File: src/rtl/fetch_unit.sv
`timescale 1ns/1ps
// Instruction fetch: owns the PC, drives the synchronous imem and loads the IF/ID register.
// Latency: a word reaches IF/ID two edges after its address is presented; a redirect costs one bubble.
// Backpressure: stall holds PC, IF/ID and the imem output (clken low); redirect overrides stall.
module fetch_unit #(
    parameter logic [31:0] RESET_PC   = 32'h0000_0000,
    parameter logic [31:0] NOP_INSTR  = 32'h0000_0013,
    parameter int          ADDR_WIDTH = 30
) (
    input  logic                  clock,
    input  logic                  reset_n,
    input  logic                  stall,
    input  logic                  redirect_valid,
    input  logic [31:0]           redirect_pc,
    input  logic                  halt,
    output logic [ADDR_WIDTH-1:0] imem_address,
    output logic                  imem_clken,
    input  logic [31:0]           imem_q,
    output logic [31:0]           if_id_instr,
    output logic [31:0]           if_id_pc,
    output logic                  if_id_valid,
    output logic                  misaligned_fault,
    output logic [31:0]           fetch_count
);
    typedef enum logic [1:0] {ST_BOOT, ST_RUN, ST_HALTED, ST_FAULT} state_t;

    state_t      state_q, state_d;
    logic [31:0] pc_q, pc_d;
    logic        fetch_valid_q, fetch_valid_d;
    logic [31:0] instr_q, instr_d;
    logic [31:0] id_pc_q, id_pc_d;
    logic        id_valid_q, id_valid_d;
    logic        fault_q, fault_d;
    logic [31:0] count_q, count_d;

    logic [31:0] pc_inc;
    logic [29:0] next_word;
    logic        redirect_ok;
    logic        advance;

    assign pc_inc      = pc_q + 32'd4;
    assign redirect_ok = (redirect_pc[1:0] == 2'b00);
    assign advance     = (state_q == ST_RUN) && !redirect_valid && !halt && !stall;

    // Address of the word that will be on imem_q after the next edge.
    always_comb begin
        next_word = pc_inc[31:2];
        if (state_q == ST_BOOT) begin
            next_word = RESET_PC[31:2];
        end else if (redirect_valid) begin
            next_word = redirect_pc[31:2];
        end else if (stall || (state_q == ST_HALTED) || (state_q == ST_FAULT)) begin
            next_word = pc_q[31:2];
        end
    end

    always_comb begin
        imem_clken = 1'b0;
        case (state_q)
            ST_BOOT:           imem_clken = 1'b1;
            ST_RUN, ST_HALTED: imem_clken = redirect_valid ||
                                            ((state_q == ST_RUN) && !stall && !halt);
            default:           imem_clken = 1'b0;
        endcase
    end

    assign imem_address = next_word[ADDR_WIDTH-1:0];

    always_comb begin
        state_d       = state_q;
        pc_d          = pc_q;
        fetch_valid_d = fetch_valid_q;
        instr_d       = instr_q;
        id_pc_d       = id_pc_q;
        id_valid_d    = id_valid_q;
        fault_d       = fault_q;
        count_d       = count_q;
        case (state_q)
            ST_BOOT: begin
                state_d       = ST_RUN;
                pc_d          = RESET_PC;
                fetch_valid_d = 1'b1;
            end
            ST_RUN, ST_HALTED: begin
                if (redirect_valid) begin
                    // Flush IF/ID so nothing stale reaches decode, even under stall.
                    id_valid_d = 1'b0;
                    instr_d    = NOP_INSTR;
                    if (redirect_ok) begin
                        state_d       = ST_RUN;
                        pc_d          = redirect_pc;
                        fetch_valid_d = 1'b1;
                    end else begin
                        state_d       = ST_FAULT;
                        fault_d       = 1'b1;
                        fetch_valid_d = 1'b0;
                    end
                end else if ((state_q == ST_RUN) && halt) begin
                    state_d       = ST_HALTED;
                    id_valid_d    = 1'b0;
                    instr_d       = NOP_INSTR;
                    fetch_valid_d = 1'b0;
                end else if (advance) begin
                    instr_d    = imem_q;
                    id_pc_d    = pc_q;
                    id_valid_d = fetch_valid_q;
                    pc_d       = pc_inc;
                    if (fetch_valid_q) begin
                        count_d = count_q + 32'd1;
                    end
                end
            end
            default: begin
                id_valid_d = 1'b0;
            end
        endcase
    end

    always_ff @(posedge clock or negedge reset_n) begin
        if (!reset_n) begin
            state_q       <= ST_BOOT;
            pc_q          <= RESET_PC;
            fetch_valid_q <= 1'b0;
            instr_q       <= NOP_INSTR;
            id_pc_q       <= 32'd0;
            id_valid_q    <= 1'b0;
            fault_q       <= 1'b0;
            count_q       <= 32'd0;
        end else begin
            state_q       <= state_d;
            pc_q          <= pc_d;
            fetch_valid_q <= fetch_valid_d;
            instr_q       <= instr_d;
            id_pc_q       <= id_pc_d;
            id_valid_q    <= id_valid_d;
            fault_q       <= fault_d;
            count_q       <= count_d;
        end
    end

    assign if_id_instr      = instr_q;
    assign if_id_pc         = id_pc_q;
    assign if_id_valid      = id_valid_q;
    assign misaligned_fault = fault_q;
    assign fetch_count      = count_q;

endmodule

File: config.mk
export PLATFORM = sky130hd
export DESIGN_NAME = fetch_unit
export DESIGN_NICKNAME = d
export VERILOG_FILES = /design/src/rtl/fetch_unit.sv
export SDC_FILE = /design/constraint.sdc
export NUM_CORES = 1
export LEC_CHECK = 0
export ABC_AREA = 1
export CORE_ASPECT_RATIO = 0.5
export CORE_UTILIZATION = 53
export DETAILED_ROUTE_END_ITERATION = 7
export GPL_ROUTABILITY_DRIVEN = 0
export PLACE_DENSITY = 0.87
export SYNTH_ARGS = -nofsm -noshare
export SYNTH_HDL_FRONTEND = slang
export SYNTH_SLANG_ARGS = --single-unit
File: constraint.sdc
create_clock -name clock -period 4.6 [get_ports clock]
set_input_delay 0.92 -clock clock [delete_from_list [all_inputs] [get_ports clock]]
set_output_delay 0.92 -clock clock [all_outputs]
set_load 0.05 [all_outputs]
---- Word level (Yosys, flattened, before mapping) ----
Index checks and enable logic that the tools add are counted.
storage, ports and cells
  bits in registers ....................... 133
  bits of input ports ..................... 69
  logic and storage cells ................. 70
cells by class
  equal/unequal tests ..................... 8
  add/sub/neg operators ................... 2
  muxes and demuxes ....................... 24
  reduce and logical (&&, ||, !) cells .... 24
  bitwise gates (word level) .............. 4
operator list
  cell                   number
  $mux 32                7
  $mux 30                3
  $pmux 32 s2            1
  $add 32x1->32 const B  1
  $add 32x3->32 const B  1
  $ne 3x3->1 const B     4
  $reduce_and 4->1       2
  $logic_and 1x1->1      6
  $mux 1                 6
  $mux 2                 3
  $pmux 1 s2             3
  $reduce_and 2->1       3
  $reduce_and 5->1       1
  $eq 2x2->1 const B     2
  $logic_not 2->1        2
  $ne 4x4->1 const B     1
  $not 1->1              4
  $pmux 2 s2             1
  $logic_not 1->1        3
  $logic_or 1x1->1       3
  $reduce_and 3->1       1
  $reduce_bool 3->1      1
  $eq 2x1->1 const B     1
  $reduce_bool 2->1      1
  $reduce_or 2->1        1

---- Longest topological paths before layout ----
Gate-level depths: netlist of the first run.
  depth after elaboration ................. 8
  mapped depth ............................ 13

---- Worst setup path after synthesis of the first run ----
No wires, ideal clock.
  path type ............................... input to output
  start point ............................. input port stall
  end point ............................... output port imem_address[1]
  buffers on the path ..................... 1
  stages .................................. 5
  required time ........................... 3,680 ps
  data arrival time ....................... 2,734 ps
  slack ................................... 946 ps
  path through ............................ nor2_1 > nand2_1 > clkbuf_1 > nand2_1 > a311oi_1
between the ends
  word-level cells in the longest chain between the ends .. 5
RTL lines
  what                            line  source
  from (decl)                     12    input logic stall,
  $logic_or 1x1->1 (2 in series)  52    end else if (stall || (state_q == ST_HALTED) || (state_q == ST_FAULT)) begin
  $mux 30                         52
  $mux 30                         50    end else if (redirect_valid) begin
  $mux 30                         48    if (state_q == ST_BOOT) begin
  to (decl)                       16    output logic [ADDR_WIDTH-1:0] imem_address,
No other way between the ends.

---- Final worst setup path of the first run ----
  start point ............................. input port stall
  end point ............................... output port imem_address[29]
Same word-level chain as after synthesis.

==> flow_summary.yaml, run 1 <==
detailed_routing:
  wl_per_cell_um: 15.7
  drc_errors: 0
  vias_per_cell: 5.47
  firstDrtPassIters: 6
  routed_wirelength_um: 22500
  postRouteAntennaNets: 0
  dr.first_iter.drc_count: 706
  vias: 7832
critical_path:
  worstRegToRegCells: 8
  r2r_setup_slack_ns: 1.78
  start_kind: "input pin"
  arrival_ns: 2.61
  critPathMaxFanout: 21
  worstSetupPathType: "input pin to output port"
  worst_setup_path_end_kind: "output port"
  cp_data_required_time_ns: 3.68
placement:
  placed_cell_area_um2: 9630
  port_buffers: 197
  hpwl_um: 15700
timing:
  min_period_over_period: 0.766
  min_period_ns: 3.53
  finalHoldViolations: 0
  worstMarginPinSlew_ns: 0.947
  slew_viol_final: 0
  timing.fmax_ghz: 0.284
  setup_tns_ns: 0
  relSlewSlack: 0.368
  setup_viol: 0
  rsz0062_at_grt: "no"
  skew_ns: 0.0129
power:
  p_int_w: 0.00335
  power.leakage_nw: 4.73
  p_clk_frac: 0.219
  peakVddDrop_uv: 398
  pwr_density_cell_nw_per_um2: 632
  combPwrFrac: 0.507
  p_sw_frac: 0.482
  seqPwrFrac: 0.274
  switchingPower_w: 0.00312
yosys:
  synthCells: 1048
  synth-simple-area-share: 0.330
  synth_async_sr_flop_share: 1.00
  netlist_area_um2: 7580
  synth_seq_cells: 133
  synth_nets: 1123
  synthTopCellsByArea: "dfrtp_1, nand2_1, nor2_1"
  synth.avg_cell_area_um2: 7.24
  synth_fa_ha_area_frac: 0.00990
  synth_top_family_by_area: "simple AND/OR/NAND/NOR gates"
  yosysUniqueCellTypes: 41
  synth-compound-area-share: 0.130
  ys.flop_type: "dfrtp_1"
  synth_edf_count: 0
  synth.largest_area_cell: "dfrtp_1"
  synth_top_area_frac: 0.429
  yosys_warnings: 0
  synthMuxAreaShare: 0
  ys_seq_area_frac: 0.439
  synth_xor_area_frac: 0.0266
run:
  max_cap_violations: 0
die:
  chipHeight_um: 86.6
  num_rows: 30
  dieArea_um2: 14800
  top_level_ports: 198
  initial_core_util: 0.552
  die_x_um: 171
  core_um2: 13700
layout:
  drive_gt1_frac: 0.0757
  final_nets: 1303
  antennaDiodeCount: 0
  area_growth_pct: 35.1
  fill_cells: 1072
  stdcell_area_um2: 10200
clock_tree:
  cts_buffer_depth: 2
  clk_latency_ns: 0.42
  root_buffer: "clkbuf_16"
  path_clk_slew_ns: 0.07
  cts_tree: "yes"
  cts_setup_buffers: 0
  hold_buffers: 0
  cts_buffers: 17
  numClockSinks: 133
  htreeDepth: 4
  cts_resized: 0
global_route:
  grt_max_degree: 115
  grt_overflow_total: 0
  antenna_found_initial: 0
  grt_usage: 0.314
  grt_pass1_wl_um: 36700
  grt_pass1_vias: 7419
outcome:
  status: "finished, final reports clean"
hold_path:
  hold_path.class: "input pin to async pin"
power by group through the flow:
stage               Combinational, W  Clock, W  Sequential (W)
floorplan                    0.00154         0         0.00242
global placement             0.00319         0         0.00177
detailed placement           0.00326         0         0.00178
CTS                          0.00328   0.00143         0.00176
global route                 0.00352   0.00147         0.00181
finish                       0.00328   0.00142         0.00177
sequential cells by signal (all words and copies together) (netlist names):
register          cells
if_id_valid           1
misaligned_fault      1
if_id_pc             32
pc_q                 32
fetch_valid_q         1
state_q               2
fetch_count          32
if_id_instr          32
routing by layer:
| layer | track usage | part of all wire | vias up |
|---|---|---|---|
| met5 | 0 | 0 | - |
| met4 | 0.114 | 0.027 | 0 |
| met3 | 0.0511 | 0.079 | 60 |
| met2 | 0.530 | 0.47 | 389 |
| met1 | 0.413 | 0.42 | 3647 |
| li1 | - | - | 3736 |
cell type report:
cell class	count	area [um^2]	share of cell area
multi-input cells	795	3770	0.368
flip-flops and latches	133	3330	0.325
repair buffers	203	1990	0.194
clock buffers	19	443	0.0432
inverters	78	298	0.0291
well taps	192	240	0.0235
clock inverters	13	173	0.0169
synth_stat cells (3+ instances only):
library cell  instances
xnor2_1               8
nand2_2               3
o21ai_1               5
o21bai_1              5
o22a_1                3
nor2_1              130
inv_1                75
a21oi_1              53
nor3_1                9
dfstp_2               3
xor2_1               15
o21ai_0              73
a22o_1               29
nand3b_1              8
nand4_1              11
nand3_1              48
buf_1                 5
ha_1                  6
clkbuf_1             25
nand2_1             367
nor2_4                4
dfrtp_1             130
buf_2                 8
or2_2                 4
through the flow:
stage          instances   util  setup slack [ns]  hold WS [ns]  power [W]
6_report            1433  0.746              1.07         0.369    0.00647
5_1_grt             1433  0.746             0.932         0.388    0.00681
4_1_cts             1433  0.746              1.08         0.379    0.00647
3_5_place_dp        1401  0.701             0.858         0.466    0.00504
3_3_place_gp        1401  0.701              1.03         0.453    0.00496
2_1_floorplan       1048      -             0.946         0.467    0.00395
placed cells by master, fill, tap and decap left out, drive strengths merged, types with 2 or more instances in the layout:
master         instances
and2                   2
bufinv                 3
nand4                 11
clkinv                 4
inv                   80
o21ai                 78
nor2                 137
xor2                  15
buf                   38
nand3b                 9
dfrtp                130
or2                    4
a22o                  29
nand3                 51
clkinvlp               4
nor3                  10
clkbuf                19
nand2                371
o22a                   3
ha                     6
xnor2                  8
o21bai                 5
a21oi                 53
dfstp                  3
clkdlybuf4s50        165
worst max-delay path, cell delays in order:
cell             delay [ns]
clkdlybuf4s50_1        0.44
nor2_1                 0.11
nand2_1                0.08
clkinv_1               0.14
buf_4                  0.31
nand3_1                0.11
a21oi_1                0.23
buf_4                  0.25
worst paths after layout:
| check | from | end |
|---|---|---|
| setup / recovery | stall | imem_address[29] |
| hold / removal | reset_n | pc_q[14] |
| setup reg to reg | state_q[0] | fetch_count[17] |
| hold reg to reg | if_id_pc[19] | if_id_pc[19] |
| max in group asynchronous | reset_n | fetch_count[31] |
| min in group clock | if_id_pc[19] | if_id_pc[19] |
logic make-up after synthesis:
family | count (synthesis)
xor+xnor | 23
simple gates | 596
compound gates | 170
fa+ha+maj | 6
flops | 133
buf+inv | 120
(Power assumes the default switching activity.)
==> run 2: changes to the inputs <==
CORE_UTILIZATION = 45   (was 53)
PLACE_DENSITY = 0.79   (was 0.87)
clock period = 3.1 ns   (was 4.6 ns; I/O delays follow)
==> run 2 against run 1 <==
Effect of this change: combinational power rose by 54%; highest routed layer unchanged; worst hold slack got worse by 0.19 ns; register-to-register slack got worse by 0.87 ns; critical path type is now flop to output port; total power rose by 51%; routed wire length fell by 0.61%; non-clock buffer count rose by 7; critical path depth rose by 2; sequential share of layout area fell by 0.71 points.
==> flow_summary.yaml, run 2 (synthesis gave the netlist of run 1 again) <==
layout:
  layout_common_cells: "nand2_1, clkdlybuf4s50_1, dfrtp_1, nor2_1, inv_1"
  drive_gt1_frac: 0.0889
  fill_cells: 1389
  post-route-util: 0.637
  area_growth_pct: 38.1
  antennaDiodeCount: 0
  final_common_cell: "nand2_1"
  final_nets: 1311
timing:
  finalHoldViolations: 0
  final.setup.worst_slack_ns: 0.183
  relSlewSlack: 0.394
  skew_ns: 0.0159
  setup_viol: 0
  slew_viol_final: 0
  min_period_ns: 2.92
  worstMarginPinSlew_ns: 0.908
  holdWs_ns: 0.180
  min_period_over_period: 0.941
  timing.fmax_ghz: 0.343
critical_path:
  cp_data_required_time_ns: 2.48
  worstSetupPathType: "flop to output port"
  worst_setup_path_end_kind: "output port"
  arrival_ns: 2.30
  critPathMaxFanout: 7
  start_kind: "flop"
power:
  switchingPower_w: 0.00466
  power.leakage_nw: 4.80
  p_int_w: 0.00510
  finalPower_w: 0.00976
  combPwrFrac: 0.517
  p_clk_frac: 0.216
  seqPwrFrac: 0.267
  pwr_density_cell_nw_per_um2: 932
  p_sw_frac: 0.477
  peakVddDrop_uv: 521
global_route:
  grt_max_degree: 64
  grt_usage: 0.264
  grt_pass1_vias: 7331
  grt_pass1_wl_um: 36400
  grt_overflow_total: 0
  antenna_found_initial: 0
die:
  top_level_ports: 198
  dieArea_um2: 17400
  die_x_um: 186
  chipHeight_um: 93.8
  initial_core_util: 0.461
  num_rows: 33
  core_um2: 16400
clock_tree:
  clk_latency_ns: 0.41
  hold_buffers: 0
  cts_buffer_depth: 2
  numClockSinks: 133
  cts_tree: "yes"
  htreeDepth: 4
  path_clk_slew_ns: 0.06
  root_buffer: "clkbuf_16"
  cts_buffers: 17
detailed_routing:
  vias_per_cell: 5.24
  wl_per_cell_um: 15.1
  routed_wirelength_um: 22300
  postRouteAntennaNets: 0
  firstDrtPassIters: 5
  drc_errors: 0
  vias: 7740
  dr.first_iter.drc_count: 707
run:
  max_cap_violations: 0
placement:
  place_ws_ns: 0.210
  hpwl_um: 16200
  port_buffers: 197
outcome:
  status: "finished, final reports clean"
hold_path:
  hold_path.class: "input pin to async pin"
-- run 2: cell types whose count changed in the layout (fill, tap and decap cells not counted), moves of 2 or more --
cell	change
buf_12	+8
clkinvlp_4	+2
nor2_1	-5
nor2_2	+4
-- run 2: final cells by class --
cell class	instances	area (um^2)	area share
clock buffer	19	443	0.0423
clock inverter	13	173	0.0165
inverter	78	302	0.0288
multi-input combinational	795	3790	0.362
sequential	133	3330	0.318
tap	227	284	0.0271
timing repair buffer	210	2140	0.204
timing repair inverter	1	7.51	0.000717
-- run 2: what timing repair did --
action                                  4_1_cts  5_1_grt
endpoints found under the setup margin        1       24
cloned                                        0        1
resized for setup                             0       11
pin swaps                                     0        1
setup buffers                                 0        0
-- run 2: final timing paths --
path / startpoint / to / slack, ns / depth (start not counted)
worst max-delay path: pc_q[2] / imem_address[24] / 0.18 / 10
worst min-delay path: reset_n / fetch_count[23] / 0.18 / 1
worst max register to register: state_q[1] / pc_q[2] / 0.91 / 8
worst min register to register: misaligned_fault / misaligned_fault / 0.47 / 2
max in group asynchronous: reset_n / pc_q[16] / 1.99 / 2
min in group clock: misaligned_fault / misaligned_fault / 0.47 / 2
-- run 2: critical path, stage by stage (launching register included) --
cell and delay, ns:
dfrtp_1 0.41, ha_1 0.20, nand2_1 0.12, nor2_4 0.16, nand2_2 0.15, nor2_4 0.21
nand2_1 0.09, nand2_1 0.08, nand3_1 0.07, a21oi_1 0.17, buf_4 0.23
-- run 2: metal layers --
metal | wire, um | GRT usage
met5 | 0 | 0
met4 | 374 | 0.0874
met3 | 1340 | 0.0345
met2 | 10700 | 0.441
met1 | 9870 | 0.356
-- run 2: metrics by stage --
stage,std cells,TNS (ns),instance area (um^2)
after floorplan,1048,0,7580
after global placement,1443,0,9820
after detailed placement,1443,0,9820
after CTS,1475,-0.00130,10400
after global routing,1476,-0.0183,10500
final,1476,0,10500
-- run 2: power groups by stage --
stage / clock network (W) / registers (W) / logic, W
finish: 0.00211 / 0.00261 / 0.00505
floorplan: 0 / 0.00359 / 0.00228
global placement: 0 / 0.00260 / 0.00492
detailed placement: 0 / 0.00262 / 0.00499
CTS: 0.00213 / 0.00260 / 0.00502
global route: 0.00222 / 0.00267 / 0.00539
